### config.mk
export PLATFORM = sky130hd
export DESIGN_NAME = ras_bob_flat
export DESIGN_NICKNAME = d
export VERILOG_FILES = /design/src/rtl/ras_bob_if.sv /design/src/rtl/ras_bob.sv /design/src/flat_wrapper.sv
export SDC_FILE = /design/constraint.sdc
export NUM_CORES = 1
export LEC_CHECK = 0
export ABC_AREA = 1
export CAP_MARGIN = 25
export CORE_MARGIN = 2
export CORE_UTILIZATION = 60
export DETAILED_ROUTE_END_ITERATION = 8
export DONT_BUFFER_PORTS = 1
export GPL_ROUTABILITY_DRIVEN = 0
export PLACE_DENSITY_LB_ADDON = 0.08
export SLEW_MARGIN = 20
export SYNTH_ARGS = -nofsm -noshare
export SYNTH_HDL_FRONTEND = slang
export SYNTH_SLANG_ARGS = --single-unit
### constraint.sdc
create_clock -name clock -period 3.8 [get_ports clock]
set_input_delay 0.57 -clock clock [delete_from_list [all_inputs] [get_ports clock]]
set_output_delay 0.57 -clock clock [all_outputs]
set_load 0.05 [all_outputs]
### src/rtl/ras_bob_if.sv
// ras_bob_if
//   Bundles the allocate / resolve / retire signals of the branch order
//   buffer (ras_bob) so the fetch, resolve and retire sides connect through
//   one port.
//   Parameters: IDX_W = tag width, PTR_W = RAS pointer width.
//   Modports:
//     slave  - the buffer itself (takes *_i, drives *_o)
//     master - the environment driving the buffer (drives *_i, takes *_o)
//   Signals:
//     alloc_vld_i / alloc_ras_ptr_i / alloc_rdy_o / alloc_tag_o  allocate
//     rslv_vld_i / rslv_tag_i / rslv_misp_i                      resolve
//     retire_en_i / flush_ext_i                                  retire ctrl
//     retire_vld_o / flush_rt_o / bob_vld_o / ras_ptr_rt_o       retire/restore
interface ras_bob_if #(
  parameter int IDX_W = 4,
  parameter int PTR_W = 4
);
  logic             alloc_vld_i;
  logic [PTR_W-1:0] alloc_ras_ptr_i;
  logic             alloc_rdy_o;
  logic [IDX_W-1:0] alloc_tag_o;
  logic             rslv_vld_i;
  logic [IDX_W-1:0] rslv_tag_i;
  logic             rslv_misp_i;
  logic             retire_en_i;
  logic             flush_ext_i;
  logic             retire_vld_o;
  logic             flush_rt_o;
  logic             bob_vld_o;
  logic [PTR_W-1:0] ras_ptr_rt_o;

  modport slave (
    input  alloc_vld_i, alloc_ras_ptr_i, rslv_vld_i, rslv_tag_i, rslv_misp_i,
           retire_en_i, flush_ext_i,
    output alloc_rdy_o, alloc_tag_o, retire_vld_o, flush_rt_o, bob_vld_o,
           ras_ptr_rt_o
  );

  modport master (
    output alloc_vld_i, alloc_ras_ptr_i, rslv_vld_i, rslv_tag_i, rslv_misp_i,
           retire_en_i, flush_ext_i,
    input  alloc_rdy_o, alloc_tag_o, retire_vld_o, flush_rt_o, bob_vld_o,
           ras_ptr_rt_o
  );
endinterface

### src/rtl/ras_bob.sv
// ras_bob - branch order buffer for the return-address stack
//   Checkpoints the RAS pointer of every in-flight predicted branch. Entries
//   are allocated in fetch order, marked DONE/MISP by the resolve unit and
//   retired in order from the head. A mispredicted head drives the RAS
//   restore triple (flush_rt_o, bob_vld_o, ras_ptr_rt_o) and clears the
//   buffer on the following edge; flush_ext_i clears it without a restore.
// Ports:
//   clock  - single clock
//   reset  - synchronous, active-high
//   bus    - ras_bob_if.slave (allocate, resolve, retire, restore signals)
//   perf_ret_cnt_o / perf_misp_cnt_o - 32-bit retire / misprediction
//            counters, present only when RAS_BOB_PERF_CNT_EN is defined
// Configuration macro: RAS_BOB_PERF_CNT_EN
module ras_bob #(
  parameter int DEPTH = 16,
  parameter int IDX_W = 4,
  parameter int PTR_W = 4
) (
  input  logic        clock,
  input  logic        reset,
  ras_bob_if.slave    bus
`ifdef RAS_BOB_PERF_CNT_EN
  ,
  output logic [31:0] perf_ret_cnt_o,
  output logic [31:0] perf_misp_cnt_o
`endif
);

  typedef enum logic [1:0] {
    ST_FREE = 2'd0,
    ST_PEND = 2'd1,
    ST_DONE = 2'd2,
    ST_MISP = 2'd3
  } ent_st_e;

  localparam logic [IDX_W:0] DEPTH_C = (IDX_W + 1)'(DEPTH);

  ent_st_e          st_r  [DEPTH];
  logic [PTR_W-1:0] ptr_r [DEPTH];
  logic [IDX_W-1:0] head_r;
  logic [IDX_W-1:0] tail_r;
  logic [IDX_W:0]   count_r;

  ent_st_e          head_st_s;
  logic             retire_vld_s;
  logic             flush_rt_s;
  logic             alloc_rdy_s;
  logic             alloc_fire_s;
  logic             rslv_ok_s;
  logic             clear_s;
  logic [IDX_W:0]   count_nxt_s;

  // Retire / allocate / resolve decisions from the current entry state
  always_comb begin
    head_st_s    = st_r[head_r];
    retire_vld_s = bus.retire_en_i & ~bus.flush_ext_i &
                   ((head_st_s == ST_DONE) | (head_st_s == ST_MISP));
    flush_rt_s   = retire_vld_s & (head_st_s == ST_MISP);
    clear_s      = flush_rt_s | bus.flush_ext_i;
    // Full is judged on the current count; a same-cycle retire frees nothing.
    alloc_rdy_s  = (count_r != DEPTH_C) & ~flush_rt_s & ~bus.flush_ext_i;
    alloc_fire_s = bus.alloc_vld_i & alloc_rdy_s;
    // Only a PEND entry accepts a resolve. The entry at tail is never PEND
    // when an alloc fires, so a same-tag resolve is dropped; the explicit
    // tail term keeps that ordering obvious.
    rslv_ok_s    = bus.rslv_vld_i & (st_r[bus.rslv_tag_i] == ST_PEND) &
                   ~(alloc_fire_s & (bus.rslv_tag_i == tail_r));
  end

  // Occupancy count next value: +1 alloc, -1 retire, unchanged for both
  always_comb begin
    count_nxt_s = count_r;
    case ({alloc_fire_s, retire_vld_s})
      2'b10:   count_nxt_s = count_r + (IDX_W + 1)'(1);
      2'b01:   count_nxt_s = count_r - (IDX_W + 1)'(1);
      default: count_nxt_s = count_r;
    endcase
  end

  // Entry array and head/tail/count state
  always_ff @(posedge clock) begin
    if (reset) begin
      for (int i = 0; i < DEPTH; i++) begin
        st_r[i]  <= ST_FREE;
        ptr_r[i] <= '0;
      end
      head_r  <= '0;
      tail_r  <= '0;
      count_r <= '0;
    end else if (clear_s) begin
      // Pointer fields are left stale; only the state marks validity.
      for (int i = 0; i < DEPTH; i++) begin
        st_r[i] <= ST_FREE;
      end
      head_r  <= '0;
      tail_r  <= '0;
      count_r <= '0;
    end else begin
      if (rslv_ok_s) begin
        st_r[bus.rslv_tag_i] <= bus.rslv_misp_i ? ST_MISP : ST_DONE;
      end
      if (retire_vld_s) begin
        st_r[head_r] <= ST_FREE;
        head_r       <= head_r + IDX_W'(1);
      end
      if (alloc_fire_s) begin
        st_r[tail_r]  <= ST_PEND;
        ptr_r[tail_r] <= bus.alloc_ras_ptr_i;
        tail_r        <= tail_r + IDX_W'(1);
      end
      count_r <= count_nxt_s;
    end
  end

  assign bus.alloc_rdy_o  = alloc_rdy_s;
  assign bus.alloc_tag_o  = tail_r;
  assign bus.retire_vld_o = retire_vld_s;
  assign bus.flush_rt_o   = flush_rt_s;
  assign bus.bob_vld_o    = (count_r != (IDX_W + 1)'(0));
  assign bus.ras_ptr_rt_o = ptr_r[head_r];

`ifdef RAS_BOB_PERF_CNT_EN
  // Retire and misprediction counters; survive flushes, cleared by reset
  always_ff @(posedge clock) begin
    if (reset) begin
      perf_ret_cnt_o  <= 32'd0;
      perf_misp_cnt_o <= 32'd0;
    end else begin
      if (retire_vld_s) begin
        perf_ret_cnt_o <= perf_ret_cnt_o + 32'd1;
      end
      if (flush_rt_s) begin
        perf_misp_cnt_o <= perf_misp_cnt_o + 32'd1;
      end
    end
  end
`endif

endmodule

### src/flat_wrapper.sv
// flat-port wrapper written by rule: the top's interface ports become plain ports
module ras_bob_flat 
#(
  parameter int DEPTH = 16,
  parameter int IDX_W = 4,
  parameter int PTR_W = 4
)
  (clock, reset, bus_alloc_vld_i, bus_alloc_ras_ptr_i, bus_rslv_vld_i, bus_rslv_tag_i, bus_rslv_misp_i, bus_retire_en_i, bus_flush_ext_i, bus_alloc_rdy_o, bus_alloc_tag_o, bus_retire_vld_o, bus_flush_rt_o, bus_bob_vld_o, bus_ras_ptr_rt_o);
  ras_bob_if #(.IDX_W(IDX_W), .PTR_W(PTR_W)) bus_i ();
  input  logic clock;
  input  logic reset;
  input wire logic [$bits(bus_i.alloc_vld_i)-1:0] bus_alloc_vld_i;
  input wire logic [$bits(bus_i.alloc_ras_ptr_i)-1:0] bus_alloc_ras_ptr_i;
  input wire logic [$bits(bus_i.rslv_vld_i)-1:0] bus_rslv_vld_i;
  input wire logic [$bits(bus_i.rslv_tag_i)-1:0] bus_rslv_tag_i;
  input wire logic [$bits(bus_i.rslv_misp_i)-1:0] bus_rslv_misp_i;
  input wire logic [$bits(bus_i.retire_en_i)-1:0] bus_retire_en_i;
  input wire logic [$bits(bus_i.flush_ext_i)-1:0] bus_flush_ext_i;
  output wire logic [$bits(bus_i.alloc_rdy_o)-1:0] bus_alloc_rdy_o;
  output wire logic [$bits(bus_i.alloc_tag_o)-1:0] bus_alloc_tag_o;
  output wire logic [$bits(bus_i.retire_vld_o)-1:0] bus_retire_vld_o;
  output wire logic [$bits(bus_i.flush_rt_o)-1:0] bus_flush_rt_o;
  output wire logic [$bits(bus_i.bob_vld_o)-1:0] bus_bob_vld_o;
  output wire logic [$bits(bus_i.ras_ptr_rt_o)-1:0] bus_ras_ptr_rt_o;
  assign bus_i.alloc_vld_i = bus_alloc_vld_i;
  assign bus_i.alloc_ras_ptr_i = bus_alloc_ras_ptr_i;
  assign bus_i.rslv_vld_i = bus_rslv_vld_i;
  assign bus_i.rslv_tag_i = bus_rslv_tag_i;
  assign bus_i.rslv_misp_i = bus_rslv_misp_i;
  assign bus_i.retire_en_i = bus_retire_en_i;
  assign bus_i.flush_ext_i = bus_flush_ext_i;
  assign bus_alloc_rdy_o = bus_i.alloc_rdy_o;
  assign bus_alloc_tag_o = bus_i.alloc_tag_o;
  assign bus_retire_vld_o = bus_i.retire_vld_o;
  assign bus_flush_rt_o = bus_i.flush_rt_o;
  assign bus_bob_vld_o = bus_i.bob_vld_o;
  assign bus_ras_ptr_rt_o = bus_i.ras_ptr_rt_o;
  ras_bob #(.DEPTH(DEPTH), .IDX_W(IDX_W), .PTR_W(PTR_W)) u_core (.clock(clock), .reset(reset), .bus(bus_i));
endmodule
Word level (Yosys, flattened, before mapping):

Memories as Yosys holds them, arrays and structs flattened. A register that Yosys moved wholly into a read port is not among the register bits.
Index checks and enable logic that the tools add are counted.

* word-level logic and storage cells: 104
* output and inout bits: 12
* bits in writable memories: 96
* memories: 2
* register bits after elaboration: 13
* input port bits: 15

* bitwise gates (word level): 30
* add/subtract/negate cells: 4
* eq/ne operators: 7
* reductions and logical operators: 7
* mux-type cells: 51

Memory list
* u_core.ptr_r: depth 16, width 4, rd ports 1, clocked after memory_dff 1, wr ports 16, RTL line ras_bob.sv:39 `logic [PTR_W-1:0] ptr_r [DEPTH];`
* u_core.st_r: depth 16, width 2, rd ports 2, clocked after memory_dff 1, wr ports 16, RTL line ras_bob.sv:38 `ent_st_e st_r [DEPTH];`

Operator list (count)
* $mux 2: 19
* $mux 4: 9
* $mux 1: 22
* $or 1x1->1: 18
* $pmux 5 s2: 1
* $and 1x1->1: 9
* $add 4x1->4 const B: 2
* $reduce_or 2->1: 4
* $eq 2x2->1 const B: 3
* $add 5x1->5 const B: 1
* $ne 5x5->1 const B: 1
* $reduce_bool 5->1: 1
* $sub 5x1->5 const B: 1
* $eq 2x1->1 const B: 2
* $eq 4x4->1: 1
* $reduce_or 4->1: 1
* $not 1->1: 3
* $reduce_bool 2->1: 1

Longest topological paths before layout:

* depth in word-level cells: 17
* mapped depth: 24
* gate-level depth less buffers: 20

Worst setup path after synthesis:

No wires, ideal clock.

* kind: reg-to-reg
* start point: register with a tool-made name
* end point: register u_core.count_r[4]
* arrival: 2826 ps
* path buffers: 2
* slack: 857 ps
* required time: 3683 ps
* period minus slack after synthesis: 2943 ps
* stages on the path, launching flop included: 20
* library setup time: 117 ps
* path through: dfxtp_1 > buf_6 > buf_6 > nand2_1 > nand3_1 > nand3_1 > nand3_1 > nand2_1 > nand2_1 > inv_1 > ha_1 > inv_1 > fa_1 > nor2_1 > a211oi_1 > nand2_1 > nand2_1 > nor2_1 > xor2_1 > nor2_1

RTL lines
* to (signal assigned): RTL line ras_bob.sv:111 `count_r <= count_nxt_s;`
* to (decl): RTL line ras_bob.sv:42 `logic [IDX_W:0] count_r;`

==> metrics.cfg <==
[status]
status=finished, final reports clean

[detailed_routing]
wl_per_cell_um=18.60
drtIter0Drc=566
drc=0
finalWirelength_um=16800
via_per_inst=6.093
route.vias.total=5502
antenna_left=0
first_pass_iters=5

[setup_path]
crit_path_end_kind=flop
path_cells=inv_4, nand2_1, nand3_1, nand3_1, nand3_1, nand2_1, nand3_2, nand3_2, nor2_2, inv_2, ha_1, inv_1, fa_1, nor2_1, a211oi_1, nand2_1, nand2_1, nor2_1, xor2_1, nor2_1
critPathLaunchType=flop
critical_path_class=flop to flop
crit_path_top_delay_cell=dfxtp_1
worstPathArrival_ns=3.74
crit_required_ns=4.23
critPathTopFamily=simple AND/OR/NAND/NOR gates
crit_buf_inv=3
max_stage_delay_ns=0.57
cp_common_cell=nand2_1
cp_max_fo=45

[timing]
finalSetupViolCount=0
max_freq_mhz=302.4
final-hold-violation-count=0
relSlewSlack_pct=34.62
rsz0062_at_grt=false
finClkSkew_ns=0.01097
final.setup.tns_ns=0
worst_slew_pin_slew_ns=0.9783
final_max_slew_viol_count=0
finalCriticalPeriod_ns=3.307
finalCritPeriodShare_pct=87.03

[placed_design]
buffer_ports.inserted=0
place_hpwl_um=11240
place_inst=871
post_dp_cell_area_mm2=0.006172

[global_route]
grt.overflow.total=0
grt_max_degree=46
antenna_found_initial=0
grt_pass1_vias=5337
grt_pass1_wl_um=26430
grt_use_total_pct=31.47

[final_layout]
final_cell_area_mm2=0.006768
antennaDiodeCount=0
syn2layout_area_growth_pct=9.494
layout.nets=782
finalNonFillerCells=903
drive_above_1_share_pct=7.953

[min_path]
hp-class=primary input to flop

[cts]
hold_buffers=0
post_cts_resized=0
htreeDepth=4
cts_setup_buffers=0
clock_latency_ns=0.54
cts_tree=done
path_clk_slew_ns=0.06
ctsLongestPathBuffers=2
cts_buffers=17
ctsRootBufferMaster=clkbuf_8
clock_sinks=113

[synthesis]
synth_area_leader_cell=edfxtp_1
ys_seq_area_share_pct=46.96
synth-async-reset-ratio_pct=0
yosysTopAreaCellShare_pct=31.09
synth_flop_cell=edfxtp_1
synth_edf_count=64
synth_nets=795
ys_ff_latch=113
synthTopCellsByCount=nor2_1, nand2_1, nand3_1
yosysMostFrequentCell=nor2_1
ys_warn_count=0
syn_avg_cell_area_um2=8.059
netlist_instances=767
synthDistinctLibCells=36
synthTopCellsByArea=edfxtp_1, dfxtp_1, nor2_1
synth_area_mm2=0.006181

[pwr]
p_leak_nw=2.784
clkPwrFrac_pct=52.3
seqPwrFrac_pct=43.2
p_sw_mw=0.7331
irDropWorstVdd_mv=0.3719
p_per_area_mw_per_mm2=454.7
swShare_pct=23.82
p_comb_share_pct=4.4
power.internal_mw=2.344

[floorplanning]
fp-row-count=37
io_pins=27
die_area_mm2=0.01113
coreArea_mm2=0.01014
start_util_pct=60.97
die_h_um=105.5
dieWidth_um=105.5

[run]
drv_cap=0

[state kept, by name, indices dropped and copies added, names as in the netlist, named ones only]
| register | count |
|---|---|
| u_core.bus.alloc_tag_o | 4 |
| u_core.count_r | 5 |
| u_core.st_r | 32 |
| u_core.head_r | 4 |
| u_core.ptr_r | 64 |
[final cells by class]
| type | count | area [µm²] |
|---|---|---|
| Tap cell | 136 | 170.2 |
| Multi-Input combinational cell | 539 | 2751 |
| Timing Repair Buffer | 9 | 67.56 |
| Clock buffer | 17 | 414.1 |
| Sequential cell | 113 | 2903 |
| Inverter | 74 | 280.3 |
| Fill cell | 801 | 3371 |
| Clock inverter | 15 | 181.4 |
[layer usage]
metal	track usage [%]	part of all wire, %
met1	36.83	40
met2	52.12	48
met3	9.833	9.1
met4	15.98	3.2
met5	0	0
[worst register-to-register path, cell delays in order (launching register included)]
cell and delay, ns:
dfxtp_1 0.57, inv_4 0.27, nand2_1 0.13, nand3_1 0.07, nand3_1 0.11, nand3_1 0.09
nand2_1 0.12, nand3_2 0.14, nand3_2 0.11, nor2_2 0.04, inv_2 0.09, ha_1 0.25
inv_1 0.12, fa_1 0.48, nor2_1 0.13, a211oi_1 0.06, nand2_1 0.06, nand2_1 0.04
nor2_1 0.11, xor2_1 0.15, nor2_1 0.05
[cell families (layout without fill, tap and decap cells)]
logic type	Yosys count	count (layout)	share of synthesized area (%)
AOI/OAI and AO/OA	113	113	10.73
xor gates and xnor gates	8	8	1.134
adders and majority gates	13	13	2.753
buffers and inverters	115	115	8.522
DFF	113	113	46.96
and+or+nand+nor	405	405	29.90
[worst paths after layout]
path / slack (ns) / cells past startpoint / endpoint / from
worst min-delay path: 0.16 / 2 / u_core.st_r[15][0]$_SDFFE_PP1P_ / bus_rslv_misp_i
worst max-delay path: 0.49 / 20 / u_core.count_r[4]$_SDFFE_PP0P_ / flop
worst min register to register: 0.46 / 2 / u_core.st_r[11][1]$_SDFFE_PP0P_ / u_core.st_r[11][1]$_SDFFE_PP0P_
worst max register to register: 0.49 / 20 / u_core.count_r[4]$_SDFFE_PP0P_ / flop
[cells in the final DEF, fill, tap and decap left out, types with 2 or more instances in the layout]
master	instances
nor2_1	148
nand2_1	138
nand3_1	73
inv_1	71
edfxtp_1	64
dfxtp_1	49
o21ai_0	42
a21oi_1	26
nand4_1	23
o22ai_1	18
clkbuf_16	16
o221ai_1	12
ha_1	12
buf_4	9
nand4_4	7
xor2_1	7
nor2_2	6
o211ai_1	5
clkinvlp_4	5
a211oi_1	4
nand3_2	3
nor4_1	3
o21ai_1	3
o21bai_1	3
inv_6	3
bufinv_16	3
clkinv_2	2
clkinv_4	2
[power by group through the flow]
stage                     clock network, mW  logic (mW)  registers [mW]
after floorplan                           0       0.109            1.35
after global placement                    0       0.132            1.36
after detailed placement                  0       0.135            1.36
after CTS                              1.61       0.135            1.33
after global routing                   1.68       0.147            1.33
final                                  1.61       0.137            1.33
[per-stage QoR]
stage / util, % / hold slack [ns] / worst slack, ns / power [mW]
after detailed placement: 60.88 / 0.4563 / 0.5420 / 1.491
after global routing: 66.75 / 0.1435 / 0.1983 / 3.159
after global placement: 60.88 / 0.4488 / 0.6558 / 1.488
after CTS: 66.75 / 0.1534 / 0.5355 / 3.076
final: 66.75 / 0.1617 / 0.4929 / 3.077
after floorplan: - / 0.4402 / 0.8567 / 1.460
No activity file was read; power rests on OpenSTA's default activity.
